## src/rtl/ahb_pkg.sv

```systemverilog
// rtl/ahb_pkg.sv - shared AHB encodings, arbiter state enum and burst-length lookup
package ahb_pkg;

    typedef enum logic [1:0] {
        HT_IDLE   = 2'd0,
        HT_BUSY   = 2'd1,
        HT_NONSEQ = 2'd2,
        HT_SEQ    = 2'd3
    } htrans_e;

    typedef enum logic [2:0] {
        HB_SINGLE = 3'd0,
        HB_INCR   = 3'd1,
        HB_WRAP4  = 3'd2,
        HB_INCR4  = 3'd3,
        HB_WRAP8  = 3'd4,
        HB_INCR8  = 3'd5,
        HB_WRAP16 = 3'd6,
        HB_INCR16 = 3'd7
    } hburst_e;

    typedef enum logic [1:0] {
        ST_PARK   = 2'd0,
        ST_OWNED  = 2'd1,
        ST_BURST  = 2'd2,
        ST_LOCKED = 2'd3
    } arb_state_e;

    localparam int CNT_W = 4;

    // 0 marks an undefined-length (INCR) burst.
    function automatic logic [4:0] burst_beats(input logic [2:0] hburst);
        case (hburst)
            HB_SINGLE:           burst_beats = 5'd1;
            HB_INCR:             burst_beats = 5'd0;
            HB_WRAP4, HB_INCR4:  burst_beats = 5'd4;
            HB_WRAP8, HB_INCR8:  burst_beats = 5'd8;
            default:             burst_beats = 5'd16;
        endcase
    endfunction

endpackage

```

## src/rtl/ahb_rr_picker.sv

```systemverilog
// rtl/ahb_rr_picker.sv - combinational round-robin picker starting at ptr_i
module ahb_rr_picker #(
    parameter  int N  = 4,
    localparam int IW = $clog2(N)
) (
    input  logic [N-1:0]  req_i,
    input  logic [IW-1:0] ptr_i,
    output logic [N-1:0]  grant_o,
    output logic [IW-1:0] idx_o,
    output logic          valid_o
);

    localparam logic [IW:0] N_V = (IW+1)'(N);

    always_comb begin : pick
        logic [IW:0] pos;
        pos     = '0;
        grant_o = '0;
        idx_o   = '0;
        valid_o = 1'b0;
        for (int i = 0; i < N; i++) begin
            pos = {1'b0, ptr_i} + (IW+1)'(i);
            if (pos >= N_V) begin
                pos = pos - N_V;
            end
            if (!valid_o && req_i[pos[IW-1:0]]) begin
                valid_o               = 1'b1;
                grant_o[pos[IW-1:0]]  = 1'b1;
                idx_o                 = pos[IW-1:0];
            end
        end
    end

endmodule

```

## src/rtl/ahb_arbiter.sv

```systemverilog
// rtl/ahb_arbiter.sv - round-robin AHB bus arbiter with burst and locked-transfer handling
module ahb_arbiter
    import ahb_pkg::*;
#(
    parameter  int NUM_MASTERS    = 4,
    parameter  int DEFAULT_MASTER = 0,
    localparam int IW             = $clog2(NUM_MASTERS)
) (
    input  logic                   hclk,
    input  logic                   hresetn,
    input  logic [NUM_MASTERS-1:0] hbusreq,
    input  logic [NUM_MASTERS-1:0] hlock,
    input  logic [1:0]             htrans,
    input  logic [2:0]             hburst,
    input  logic                   hready,
    output logic [NUM_MASTERS-1:0] hgrant,
    output logic [IW-1:0]          hmaster,
    output logic                   hmastlock
);

    localparam logic [IW-1:0]          DEF_IDX   = IW'(DEFAULT_MASTER);
    localparam logic [IW-1:0]          LAST_IDX  = IW'(NUM_MASTERS - 1);
    localparam logic [NUM_MASTERS-1:0] DEF_GRANT = {{(NUM_MASTERS-1){1'b0}}, 1'b1} << DEFAULT_MASTER;

    arb_state_e             state_q, state_d;
    logic [NUM_MASTERS-1:0] grant_q, grant_d;
    logic [IW-1:0]          gidx_q, gidx_d;
    logic [IW-1:0]          rr_q, rr_d;
    logic [IW-1:0]          master_q, master_d;
    logic                   mlock_q, mlock_d;
    logic [CNT_W-1:0]       cnt_q, cnt_d;

    logic [NUM_MASTERS-1:0] pick_grant;
    logic [IW-1:0]          pick_idx;
    logic                   pick_valid;
    logic [IW-1:0]          rr_start;
    logic [4:0]             beats;
    logic                   fixed_burst;
    logic                   arb_ok;

    assign rr_start    = (rr_q == LAST_IDX) ? '0 : rr_q + 1'b1;
    assign beats       = burst_beats(hburst);
    assign fixed_burst = (beats > 5'd1);

    // A locked owner only releases the bus by dropping hlock; otherwise the
    // bus is re-arbitrated between transfers or on the last beat of a fixed burst.
    assign arb_ok = hready && ((state_q == ST_LOCKED) ? !hlock[gidx_q] :
                    (htrans == HT_IDLE) || !fixed_burst ||
                    (htrans == HT_SEQ && cnt_q == CNT_W'(1)));

    ahb_rr_picker #(.N(NUM_MASTERS)) u_picker (
        .req_i   (hbusreq),
        .ptr_i   (rr_start),
        .grant_o (pick_grant),
        .idx_o   (pick_idx),
        .valid_o (pick_valid)
    );

    always_comb begin
        state_d  = state_q;
        grant_d  = grant_q;
        gidx_d   = gidx_q;
        rr_d     = rr_q;
        master_d = master_q;
        mlock_d  = mlock_q;
        cnt_d    = cnt_q;
        if (hready) begin
            master_d = gidx_q;
            mlock_d  = hlock[gidx_q];
            if (htrans == HT_NONSEQ) begin
                cnt_d = fixed_burst ? CNT_W'(beats - 5'd1) : '0;
            end else if (htrans == HT_SEQ && cnt_q != '0) begin
                cnt_d = cnt_q - 1'b1;
            end
            if (arb_ok) begin
                if (pick_valid) begin
                    grant_d = pick_grant;
                    gidx_d  = pick_idx;
                    rr_d    = pick_idx;
                    state_d = hlock[pick_idx] ? ST_LOCKED : ST_OWNED;
                end else begin
                    grant_d = DEF_GRANT;
                    gidx_d  = DEF_IDX;
                    state_d = ST_PARK;
                end
            end else if (state_q != ST_LOCKED && htrans == HT_NONSEQ && fixed_burst) begin
                state_d = ST_BURST;
            end
        end
    end

    always_ff @(posedge hclk or negedge hresetn) begin
        if (!hresetn) begin
            state_q  <= ST_PARK;
            grant_q  <= DEF_GRANT;
            gidx_q   <= DEF_IDX;
            rr_q     <= DEF_IDX;
            master_q <= DEF_IDX;
            mlock_q  <= 1'b0;
            cnt_q    <= '0;
        end else begin
            state_q  <= state_d;
            grant_q  <= grant_d;
            gidx_q   <= gidx_d;
            rr_q     <= rr_d;
            master_q <= master_d;
            mlock_q  <= mlock_d;
            cnt_q    <= cnt_d;
        end
    end

    assign hgrant    = grant_q;
    assign hmaster   = master_q;
    assign hmastlock = mlock_q;

endmodule

```

## config.mk

```make
export PLATFORM = sky130hd
export DESIGN_NAME = ahb_arbiter
export DESIGN_NICKNAME = d
export VERILOG_FILES = /design/src/rtl/ahb_pkg.sv /design/src/rtl/ahb_rr_picker.sv /design/src/rtl/ahb_arbiter.sv
export SDC_FILE = /design/constraint.sdc
export NUM_CORES = 1
export LEC_CHECK = 0
export CORE_UTILIZATION = 28
export DETAILED_ROUTE_END_ITERATION = 6
export GPL_TIMING_DRIVEN = 1
export PLACE_DENSITY = 0.53
export SLEW_MARGIN = 20
export SYNTH_ARGS = -nofsm -noshare
export SYNTH_HDL_FRONTEND = slang
export SYNTH_HIERARCHICAL = 1
export SYNTH_SLANG_ARGS = --single-unit
```

## constraint.sdc

```tcl
create_clock -name hclk -period 8.3 [get_ports hclk]
set_input_delay 1.66 -clock hclk [delete_from_list [all_inputs] [get_ports hclk]]
set_output_delay 1.66 -clock hclk [all_outputs]
set_load 0.1 [all_outputs]
```

# After elaboration in Yosys (flattened, before gate mapping)
# Index checks and enable logic that the tools add are counted.
[op_classes] n_reduce_logical=30 n_eq_ne=11 add_sub_neg=10 n_lt_le_gt_ge=15 n_bitwise=3 mux=48
[ops] operator="$mux 4" count=8
[ops] operator="$mux 2" count=14
[ops] operator="$pmux 5 s4" count=1
[ops] operator="$lt 2x3->1 const B" count=6
[ops] operator="$mux 1" count=15
[ops] operator="$bmux 1 s2" count=6
[ops] operator="$logic_and 1x1->1" count=12
[ops] operator="$or 4x4->4" count=3
[ops] operator="$ge 3x3->1 const B" count=3
[ops] operator="$demux 1 s2" count=4
[ops] operator="$eq 2x2->1 const B" count=4
[ops] operator="$ge 2x1->1 const B" count=4
[ops] operator="$sub 2x1->2 const B" count=4
[ops] operator="$sub 4x1->4 const B" count=2
[ops] operator="$add 2x2->3 const B" count=2
[ops] operator="$eq 3x2->1 const B" count=2
[ops] operator="$eq 3x3->1 const B" count=2
[ops] operator="$reduce_and 2->1" count=3
[ops] operator="$gt 5x1->1 const B" count=1
[ops] operator="$logic_not 1->1" count=5
[ops] operator="$eq 4x1->1 const B" count=1
[ops] operator="$reduce_bool 2->1" count=2
[ops] operator="$reduce_bool 4->1" count=1
[ops] operator="$reduce_or 2->1" count=2
[ops] operator="9 further kinds" count=10
[word_totals] output_inout_bits=7 wordCells=124 in_bits=16 ff_bits=17

# Logic depth before layout (Yosys ltp)
# Gate-level depths: netlist of run 1.
[logic_depth] depth_word=21 ltp_mapped=13 mapped_depth_nobuf=11

# Cells and area by module
# The synthesis of run 1 kept the hierarchy.
[by_module_without_submodules] module="ahb_arbiter" seq_area_each_um2=426.7 area_per_inst_um2=932.1 cells_each=80 n_inst=1
[by_module_without_submodules] module="ahb_rr_picker" seq_area_each_um2=0.0 area_per_inst_um2=421.7 cells_each=45 n_inst=1

# Least setup slack after synthesis of run 1
# OpenSTA, ideal clock, no wires.
[synth_timing] path_kind="input to register" start="input hbusreq[3]" end="register state_q[1]" arrival_ps=3447 required_time_ps=8172 path_buffers=1 slack_ps=4725 setup_ps=128 stages=6 path_cell_list="mux4_2 clkbuf_1 o31ai_1 mux4_2 nand2_1 mux2i_1"
[synth_between] elab_chain_len=17 word_cells_on_any_way=27 cone_classes="mux: 21; reduce/logical: 6"
[synth_rtl] element="from (decl)" line="ahb_arbiter.sv:11" text="input logic [NUM_MASTERS-1:0] hbusreq,"
[synth_rtl] element="$bmux 1 s2" line="ahb_rr_picker.sv:26" text="if (!valid_o && req_i[pos[IW-1:0]]) begin"
[synth_rtl] element="$mux 1 (not written as such)" line="ahb_rr_picker.sv:26"
[synth_rtl] element="$mux 1" line="ahb_rr_picker.sv:26"
[synth_rtl] element="$logic_not 1->1" line="ahb_rr_picker.sv:26"
[synth_rtl] element="$logic_and 1x1->1" line="ahb_rr_picker.sv:26"
[synth_rtl] element="$mux 1" line="ahb_rr_picker.sv:26"
[synth_rtl] element="$logic_not 1->1" line="ahb_rr_picker.sv:26"
[synth_rtl] element="$logic_and 1x1->1" line="ahb_rr_picker.sv:26"
[synth_rtl] element="[2 not listed]"
[synth_rtl] element="$logic_and 1x1->1" line="ahb_rr_picker.sv:26"
[synth_rtl] element="$mux 2 *" line="ahb_rr_picker.sv:26"
[synth_rtl] element="via pick_idx[0]" line="ahb_arbiter.sv:34" text="logic [IW-1:0] pick_idx;"
[synth_rtl] element="$bmux 1 s2 *" line="ahb_arbiter.sv:80" text="state_d = hlock[pick_idx] ? ST_LOCKED : ST_OWNED;"
[synth_rtl] element="$mux 1 (not written as such) *" line="ahb_arbiter.sv:80"
[synth_rtl] element="$mux 2 *" line="ahb_arbiter.sv:80"
[synth_rtl] element="$mux 2 *" line="ahb_arbiter.sv:76" text="if (pick_valid) begin"
[synth_rtl] element="$mux 2 *" line="ahb_arbiter.sv:75" text="if (arb_ok) begin"
[synth_rtl] element="to (signal assigned)" line="ahb_arbiter.sv:102" text="state_q <= state_d;"
[synth_rtl] element="to (decl)" line="ahb_arbiter.sv:25" text="arb_state_e state_q, state_d;"
# The timed path passes the listed nets; every way through them passes the cells marked *. The select of a mux whose other input is x is not followed.
# A chain may end at the register's enable or synchronous reset.

# Final worst setup path of run 1
# Ends and elaborated chain as after synthesis.

==> metrics.txt, run 1 <==
nets@finish 171; starting density of the core 0.301; final setup fails 0; Die H 71.5 µm; top cell type's share of synthesized area 0.296; worst skew pair latency 0.26 ns; vias in the first global route 1,109; IO Pins 23; Resized cells post-CTS 0; postcts setup bufs 0; DPL Wire Length 2090 µm; Synth cell types 40; max cap viols 0; cts hold-fix bufs 0; Diodes inserted 0; Routed Antenna Nets 0; WL final 2750 µm; status completed; Final Critical Period 4.02 ns; main flop type after synthesis dfrtp_1; Total GRT Usage 0.122; worst path required time 8.44 ns; Clock Sinks 17; initial antenna violation count 0; final cell count without fillers roughly 200; Slew Viols, Final 0; DR iter-0 viols 32; CP Cell Sequence clkdlybuf4s50_1 > mux4_1 > nor2b_1 > nor2_1 > o31ai_1 > mux4_2 > nand2_1 > mux2i_1; Max clock buf depth 2; TritonCTS Buffers 3; Slowest cell on crit path mux4_1; CP endpoint kind flop; placed cells 193; top post-synthesis cells by count dfrtp_1 (16), a22oi_1 (9), ha_1 (9), inv_1 (9); Seq/Total Area, Yosys 0.315; count leader, synth dfrtp_1; Placed Area between 0.0015 and 0.002 mm²; vias per cell ~5.4; Crit path arrival time just over 4 ns; Worst path max stage delay 0.64 ns; total iterations of the first detailed-routing run 4; Syn Area/Cell 10.8 µm²; Remaining DRCs 0; fmax 0.249 GHz; first-pass GRT wire length 4970 µm; crit start category input pin; clk_skew between 0.003 and 0.004 ns; RSZ-0062 raised after global routing no; Final period util 0.484; IO Port Bufs 21; Area Growth Syn to Fin 20.6%; vias roughly 1,100; Synth Instances 125; Area contributors post-synth dfrtp_1 (30%), ha_1 (8.3%), mux4_2 (6.7%), a22oi_1 (5.0%), mux2i_1 (4.4%); die span in x 71.5 µm; #FFs+latches synth 17; die area 0.00512 mm²; cell area after layout about 0.0016 mm²; Tightest Pin Transition 0.971 ns; area of the core 0.00450 mm²; Syn. warnings 6; syn_nets 150; crit-path max FO 6; Worst Hold Class reg2reg; CP Buf/Inv Count 1; Slew Limit Headroom 0.351; FP Rows 24; setup TNS 0 ns; asr flop ratio synth 1.00; clock root cell clkbuf_8; CTS tree done; number of synthesized flops with an enable pin 0; GRT overflow 0; layout cells sized above 1 0.166; GP Congestion 0.721; wire per inst ~14 µm; largest area contributor in the netlist dfrtp_1; htree depth 1; critical setup path kind in2reg; Cell Area, Synth between 0.001 and 0.0015 mm²; largest net degree at the start of global routing 18; final hold vios 0; Clock transition at path regs 0.07 ns; CP delay by family, top multiplexers
-- through the flow --
step           setup WS [ns]   util  hold slack [ns]
4_1_cts                 4.25  0.363            0.514
2_1_floorplan           4.73      -            0.486
6_report                4.28  0.363            0.508
5_1_grt                 4.08  0.363            0.523
3_3_place_gp            4.05  0.353            0.489
3_5_place_dp            3.98  0.353            0.498
-- cells in the final DEF (no fill, tap or decap), types with 2 or more instances in the layout --
master / count
a22o_2: 2
o211ai_1: 3
clkdlybuf4s50_1: 21
clkbuf_8: 3
mux2_4: 3
nor3_1: 2
mux4_1: 2
o21a_1: 2
ha_1: 9
inv_1: 9
mux4_2: 4
nand3_2: 2
mux2_2: 4
a21oi_1: 2
nor2_1: 6
nand2b_1: 4
a31oi_1: 2
mux2i_1: 6
nor2b_1: 2
dfrtp_1: 16
nand2_1: 7
o21ai_0: 7
a22oi_1: 9
-- per-layer routing --
| layer | track usage | wire length [µm] |
|---|---|---|
| met5 | 0 | 0 |
| met4 | 0.0523 | 36 |
| met3 | 0.0197 | 94 |
| met2 | 0.225 | 1450 |
| met1 | 0.139 | 1170 |
-- final timing paths --
| kind | start | end | slack, ns | cells past startpoint |
|---|---|---|---|---|
| setup / recovery | hbusreq[3] | state_q[1] | 4.28 | 8 |
| hold reg to reg | hmastlock | hmastlock | 0.51 | 1 |
| min in group asynchronous | hresetn | hmaster[0] | 1.86 | 1 |
| hold / removal | hmastlock | hmastlock | 0.51 | 1 |
| max in group asynchronous | hresetn | hgrant[1] | 5.94 | 1 |
| setup reg to reg | rr_q[0] | state_q[1] | 5.07 | 10 |
-- kinds of logic after synthesis --
group                    share of synthesized area
AO/OA/AOI/OAI                                0.187
buffers and inverters                       0.0610
AND/OR/NAND/NOR                              0.138
flip-flops                                   0.315
multiplexers                                 0.216
adder cells (fa/ha/maj)                     0.0832
-- layout make-up --
class,count,area (µm²)
flip-flops and latches,17,427
well taps,52,65.1
inverters,9,33.8
multi-input cells,93,845
clock buffers,4,45.0
repair buffers,22,218
fillers,441,2870
-- flip-flops by register name (all words and copies together) (netlist names) --
| register | count |
|---|---|
| cnt_q | 4 |
| hgrant | 4 |
| gidx_q | 2 |
| hmaster | 2 |
| rr_q | 2 |
| state_q | 2 |
| hmastlock | 1 |
Power of run 1 is left out: the tool's default activity adds up to more than one toggle a clock period on the data nets, which glitch-free logic cannot reach.
==> run 2, diff against run 1 <==
--- a/config.mk
+++ b/config.mk
@@ -8,7 +8,7 @@
 export CORE_UTILIZATION = 28
 export DETAILED_ROUTE_END_ITERATION = 6
 export GPL_TIMING_DRIVEN = 1
-export PLACE_DENSITY = 0.53
+export PLACE_DENSITY = 0.54
 export SLEW_MARGIN = 20
 export SYNTH_ARGS = -nofsm -noshare
 export SYNTH_HDL_FRONTEND = slang
==> constraint.sdc (replaced) <==
create_clock -name hclk -period 3.6 [get_ports hclk]
set_input_delay 0.72 -clock hclk [delete_from_list [all_inputs] [get_ports hclk]]
set_output_delay 0.72 -clock hclk [all_outputs]
set_load 0.1 [all_outputs]
==> run 2 against run 1 <==
  * Non-clock buffer count did not move
  * Critical path depth increased by 2
  * Via count rose by 0.75%
  * Global-route usage decreased by 0.22 points
  * Cell count unchanged
  * First-iteration DRC count grew to 2.8 times the previous value
  * Register-to-register slack got worse by 4.7 ns
  * Clock skew decreased by 0.0022 ns
  * Sequential cell count did not move
  * Die area unchanged
  * Largest cell class unchanged
==> metrics.txt, run 2 (synthesis results as in run 1) <==
fmax 0.311 GHz; GRT overflow 0 (unchanged); CP delay by family, top multiplexers; CTS tree done; Final Critical Period 3.22 ns; IO Port Bufs 21 (unchanged); vias 1,079 (+0.75%); Area Growth Syn to Fin 20.4%; FP Rows 24 (unchanged); area of the core 0.00450 mm² (unchanged); starting density of the core 0.301 (unchanged); vias in the first global route 1,075 (-3.1%); die area 0.00512 mm² (unchanged); Worst path max stage delay 0.57 ns (-0.07 ns); crit-path max FO 10 (+4); Clock transition at path regs 0.06 ns (about the same); Die H 71.5 µm (unchanged); postcts setup bufs 0 (unchanged); Final period util 0.893; Slew Limit Headroom 0.352 (+0.00134); WL final 2710 µm (-1.6%); layout cells sized above 1 0.172 (+0.00690); largest net degree at the start of global routing 18 (unchanged); critical setup path kind reg2reg; Worst Reg2Reg Path Length in Cells 10 (unchanged); total iterations of the first detailed-routing run 4 (unchanged); Total GRT Usage 0.120 (-0.00224); Fill cells 430 (-2.5%); final hold vios 0 (unchanged); Worst Hold Class reg2reg; Reg2Reg Setup Slack 0.38 ns (-4.69 ns); reg2reg end state_q[1]; setup TNS 0 ns (unchanged); Resized cells post-CTS 0 (unchanged); DPL Wire Length 2090 µm (-0.19%); crit path launch rr_q[0]; GP Congestion 0.722 (+0.22%); Slowest cell on crit path mux4_2; Clock Sinks 17 (unchanged); clock root cell clkbuf_8; IO Pins 23 (unchanged); Reg2Reg Launch Point rr_q[0]; initial antenna violation count 0 (unchanged); clk_skew 0.00101 ns (-0.00216 ns); vias per cell 5.48 (+0.75%); Diodes inserted 0 (unchanged); TritonCTS Buffers 3 (unchanged); worst skew pair latency 0.25 ns (about the same); Crit. path cell count 10 (+2); first-pass GRT wire length 4970 µm (+0.12%); CP Cell Sequence ha_1 > inv_1 > ha_1 > mux4_2 > and2b_2 > o21ai_0 > o31ai_1 > mux4_2 > nand2_1 > mux2i_1; crit start category flop; wire per inst 13.7 µm (-1.6%); nets@finish 171 (unchanged); worst setup path end state_q[1]; Max clock buf depth 2 (unchanged); Routed Antenna Nets 0 (unchanged); final setup fails 0 (unchanged); htree depth 1 (unchanged); Remaining DRCs 0 (unchanged); worst path required time 3.73 ns (-4.71 ns); Tightest Pin Transition 0.969 ns (-0.00200 ns); RSZ-0062 raised after global routing no; commonest non-fill, non-tap cell in the layout clkdlybuf4s50_1; status completed; DR iter-0 viols 89 (+180%); Crit path arrival time 3.35 ns (-0.80 ns); CP endpoint kind flop; max cap viols 0 (unchanged); CP Buf/Inv Count 1 (unchanged); cts hold-fix bufs 0 (unchanged); Slew Viols, Final 0 (unchanged); most frequent cells in the layout clkdlybuf4s50_1 (20), dfrtp_1 (16), inv_1 (9), a22oi_1 (9), ha_1 (9); die span in x 71.5 µm (unchanged)
## run 2: cell count changes in the layout (fill, tap and decap cells not counted), sizes merged
cell | previous run | this run
buf | 1 | 2
clkdlybuf4s50 | 21 | 20
## run 2: layer usage
layer / global-route usage / share of wire
met5: 0 / 0
met4: 0.0414 / 0.0030
met3: 0.0197 / 0.032
met2: 0.204 / 0.51
met1: 0.154 / 0.46
## run 2: cell type report
cell class | instances | area [µm²] | share of cell area
multi-input combinational | 93 | 845 | 0.518
sequential | 17 | 427 | 0.262
tap | 52 | 65.1 | 0.0399
clock buffer | 4 | 45.0 | 0.0276
timing repair buffer | 22 | 215 | 0.132
inverter | 9 | 33.8 | 0.0207
## run 2: metrics by stage
stage,util,instances,hold slack (ns),instance area (µm²),setup slack [ns]
after floorplan,-,125,0.424,1350,0.555
after global placement,0.352,193,0.489,1590,0.315
after detailed placement,0.352,193,0.497,1590,0.216
after CTS,0.362,197,0.512,1630,0.369
after global routing,0.362,197,0.522,1630,0.181
final,0.362,197,0.505,1630,0.384
## run 2: how the worst min path moves through the flow
stage	startpoint	to	slack (ns)	cells after the start
floorplan	hresetn	cnt_q[0]	0.42	0
global placement	hmastlock	hmastlock	0.49	1
detailed placement	hmaster[0]	hmaster[0]	0.50	1
CTS	hmaster[0]	hmaster[0]	0.51	1
global route	hmastlock	hmastlock	0.52	1
finish	hmastlock	hmastlock	0.50	1
Power of run 2 is left out for the same reason.
==> run 3, diff against run 2 <==
--- a/config.mk
+++ b/config.mk
@@ -5,6 +5,7 @@
 export SDC_FILE = /design/constraint.sdc
 export NUM_CORES = 1
 export LEC_CHECK = 0
+export CORE_ASPECT_RATIO = 0.8
 export CORE_UTILIZATION = 28
 export DETAILED_ROUTE_END_ITERATION = 6
 export GPL_TIMING_DRIVEN = 1
==> run 3 against run 2 <==
  * Die area is essentially flat
  * Utilization shrank 0.56 points
  * Sequential cell count is the same
  * Setup slack gained 0.039 ns
  * Routed wire length grew 6.1%
  * First-iteration DRC count shrank 62%
  * Sequential share of layout area shrank 0.28 points
  * Via count shrank 0.65%
  * Maximum frequency grew 1.2%
  * Count of clock-buffer cells in the layout is the same
  * Critical path type unchanged
  * Largest cell class unchanged
  * Highest routed layer unchanged
==> metrics.txt, run 3 (synthesis results as in run 1) <==
reg2reg end state_q[1]; initial antenna violation count 0 (unchanged); total iterations of the first detailed-routing run 4 (unchanged); GRT overflow 0 (unchanged); Die H 64.2 µm (-10%); Slew Limit Headroom 0.350 (-0.00143); worst skew pair latency 0.25 ns (about the same); IO Port Bufs 21 (unchanged); Fill cells 468 (+8.8%); Max clock buf depth 2 (unchanged); Final period util 0.883 (-0.0108); final hold vios 0 (unchanged); area of the core 0.00462 mm² (+2.7%); die area 0.00512 mm² (about the same); DPL Wire Length 2260 µm (+8.3%); Crit path arrival time 3.30 ns (-0.05 ns); largest net degree at the start of global routing 18 (unchanged); Remaining DRCs 0 (unchanged); Hold EP hmaster[1]; crit start category flop; placed cells 202 (+4.7%); RSZ-0062 raised after global routing no; crit-path max FO 10 (unchanged); FP Rows 22 (-8.3%); status completed; Routed Antenna Nets 0 (unchanged); Area Growth Syn to Fin 21.7%; Worst Reg2Reg Path Length in Cells 10 (unchanged); starting density of the core 0.293 (-0.00781); vias in the first global route 1,075 (unchanged); DR iter-0 viols 34 (-62%); postcts setup bufs 0 (unchanged); CP endpoint kind flop; Worst Hold Launch hmaster[1]; vias 1,072 (-0.65%); Resized cells post-CTS 0 (unchanged); nets@finish 172 (+0.58%); final cell count without fillers 206 (+4.6%); die span in x 79.7 µm (+11%); WL final 2870 µm (+6.1%); vias per cell 5.20 (-5.0%); final setup fails 0 (unchanged); Reg2Reg Launch Point rr_q[0]; Clock transition at path regs 0.06 ns (about the same); Clock Sinks 17 (unchanged); Final Critical Period 3.18 ns (-0.0390 ns); Reg2Reg Setup Slack 0.42 ns (+0.04 ns); fmax 0.315 GHz (+1.2%); area of the multi-input gates 845 µm² (unchanged); critical setup path kind reg2reg; IO Pins 23 (unchanged); Diodes inserted 0 (unchanged); Total GRT Usage 0.123 (+0.00368); TritonCTS Buffers 3 (unchanged); layout cells sized above 1 0.178 (+0.00567); htree depth 1 (unchanged); setup TNS 0 ns (unchanged); Slew Viols, Final 0 (unchanged); max cap viols 0 (unchanged); Tightest Pin Transition 0.971 ns (+0.00214 ns); commonest non-fill, non-tap cell in the layout clkdlybuf4s50_1; cts hold-fix bufs 0 (unchanged); clock root cell clkbuf_8; wire per inst 13.9 µm (+1.4%); Worst Hold Class reg2reg; Worst Hold Depth 1 (unchanged); first-pass GRT wire length 4990 µm (+0.28%); worst path required time 3.72 ns (about the same); Register Area 427 µm² (unchanged); clk_skew 0.00685 ns (+0.00584 ns); most frequent cells in the layout clkdlybuf4s50_1 (20), dfrtp_1 (16), inv_1 (9), a22oi_1 (9), ha_1 (9); CTS tree done; GP Congestion 0.796 (+10%)
-- run 3: cell types whose count changed in the layout (fill, tap and decap cells not counted) --
cell and delta:
buf_4 +1
-- run 3: worst max path at each step --
stage                     slack, ns         end        from
after floorplan                0.56  state_q[1]     rr_q[0]
after global placement         0.39  state_q[1]  hbusreq[3]
after detailed placement       0.34  state_q[1]  hbusreq[0]
after CTS                      0.40  state_q[1]     rr_q[0]
after global routing           0.26  state_q[1]     rr_q[0]
final                          0.42  state_q[1]     rr_q[0]
-- run 3: per-layer routing --
layer	up-vias	part of all wire	track usage
met3	2	0.024	0.0257
li1	518	-	-
met2	20	0.48	0.206
met5	-	0	0
met4	0	0.0052	0.0268
met1	532	0.49	0.163
-- run 3: critical path, stage by stage (launching register included) --
cell,delay [ns]
dfrtp_1,0.39
ha_1,0.46
inv_1,0.14
ha_1,0.37
mux4_2,0.45
and2b_2,0.31
o21ai_0,0.08
o31ai_1,0.15
mux4_2,0.56
nand2_1,0.08
mux2i_1,0.07
-- run 3: stage by stage --
step | hold WS (ns) | cell area, µm² | util | setup WS (ns)
after detailed placement | 0.504 | 1600 | 0.347 | 0.336
after global routing | 0.535 | 1650 | 0.356 | 0.258
after floorplan | 0.424 | 1350 | - | 0.555
after CTS | 0.519 | 1650 | 0.356 | 0.397
after global placement | 0.495 | 1600 | 0.347 | 0.393
final | 0.509 | 1650 | 0.356 | 0.423
-- run 3: layout make-up --
class | instances | share of cell area
clock buffer | 4 | 0.0273
inverter | 9 | 0.0205
multi-input combinational | 93 | 0.513
sequential | 17 | 0.259
tap | 60 | 0.0456
timing repair buffer | 23 | 0.135
Power of run 3 is left out for the same reason.
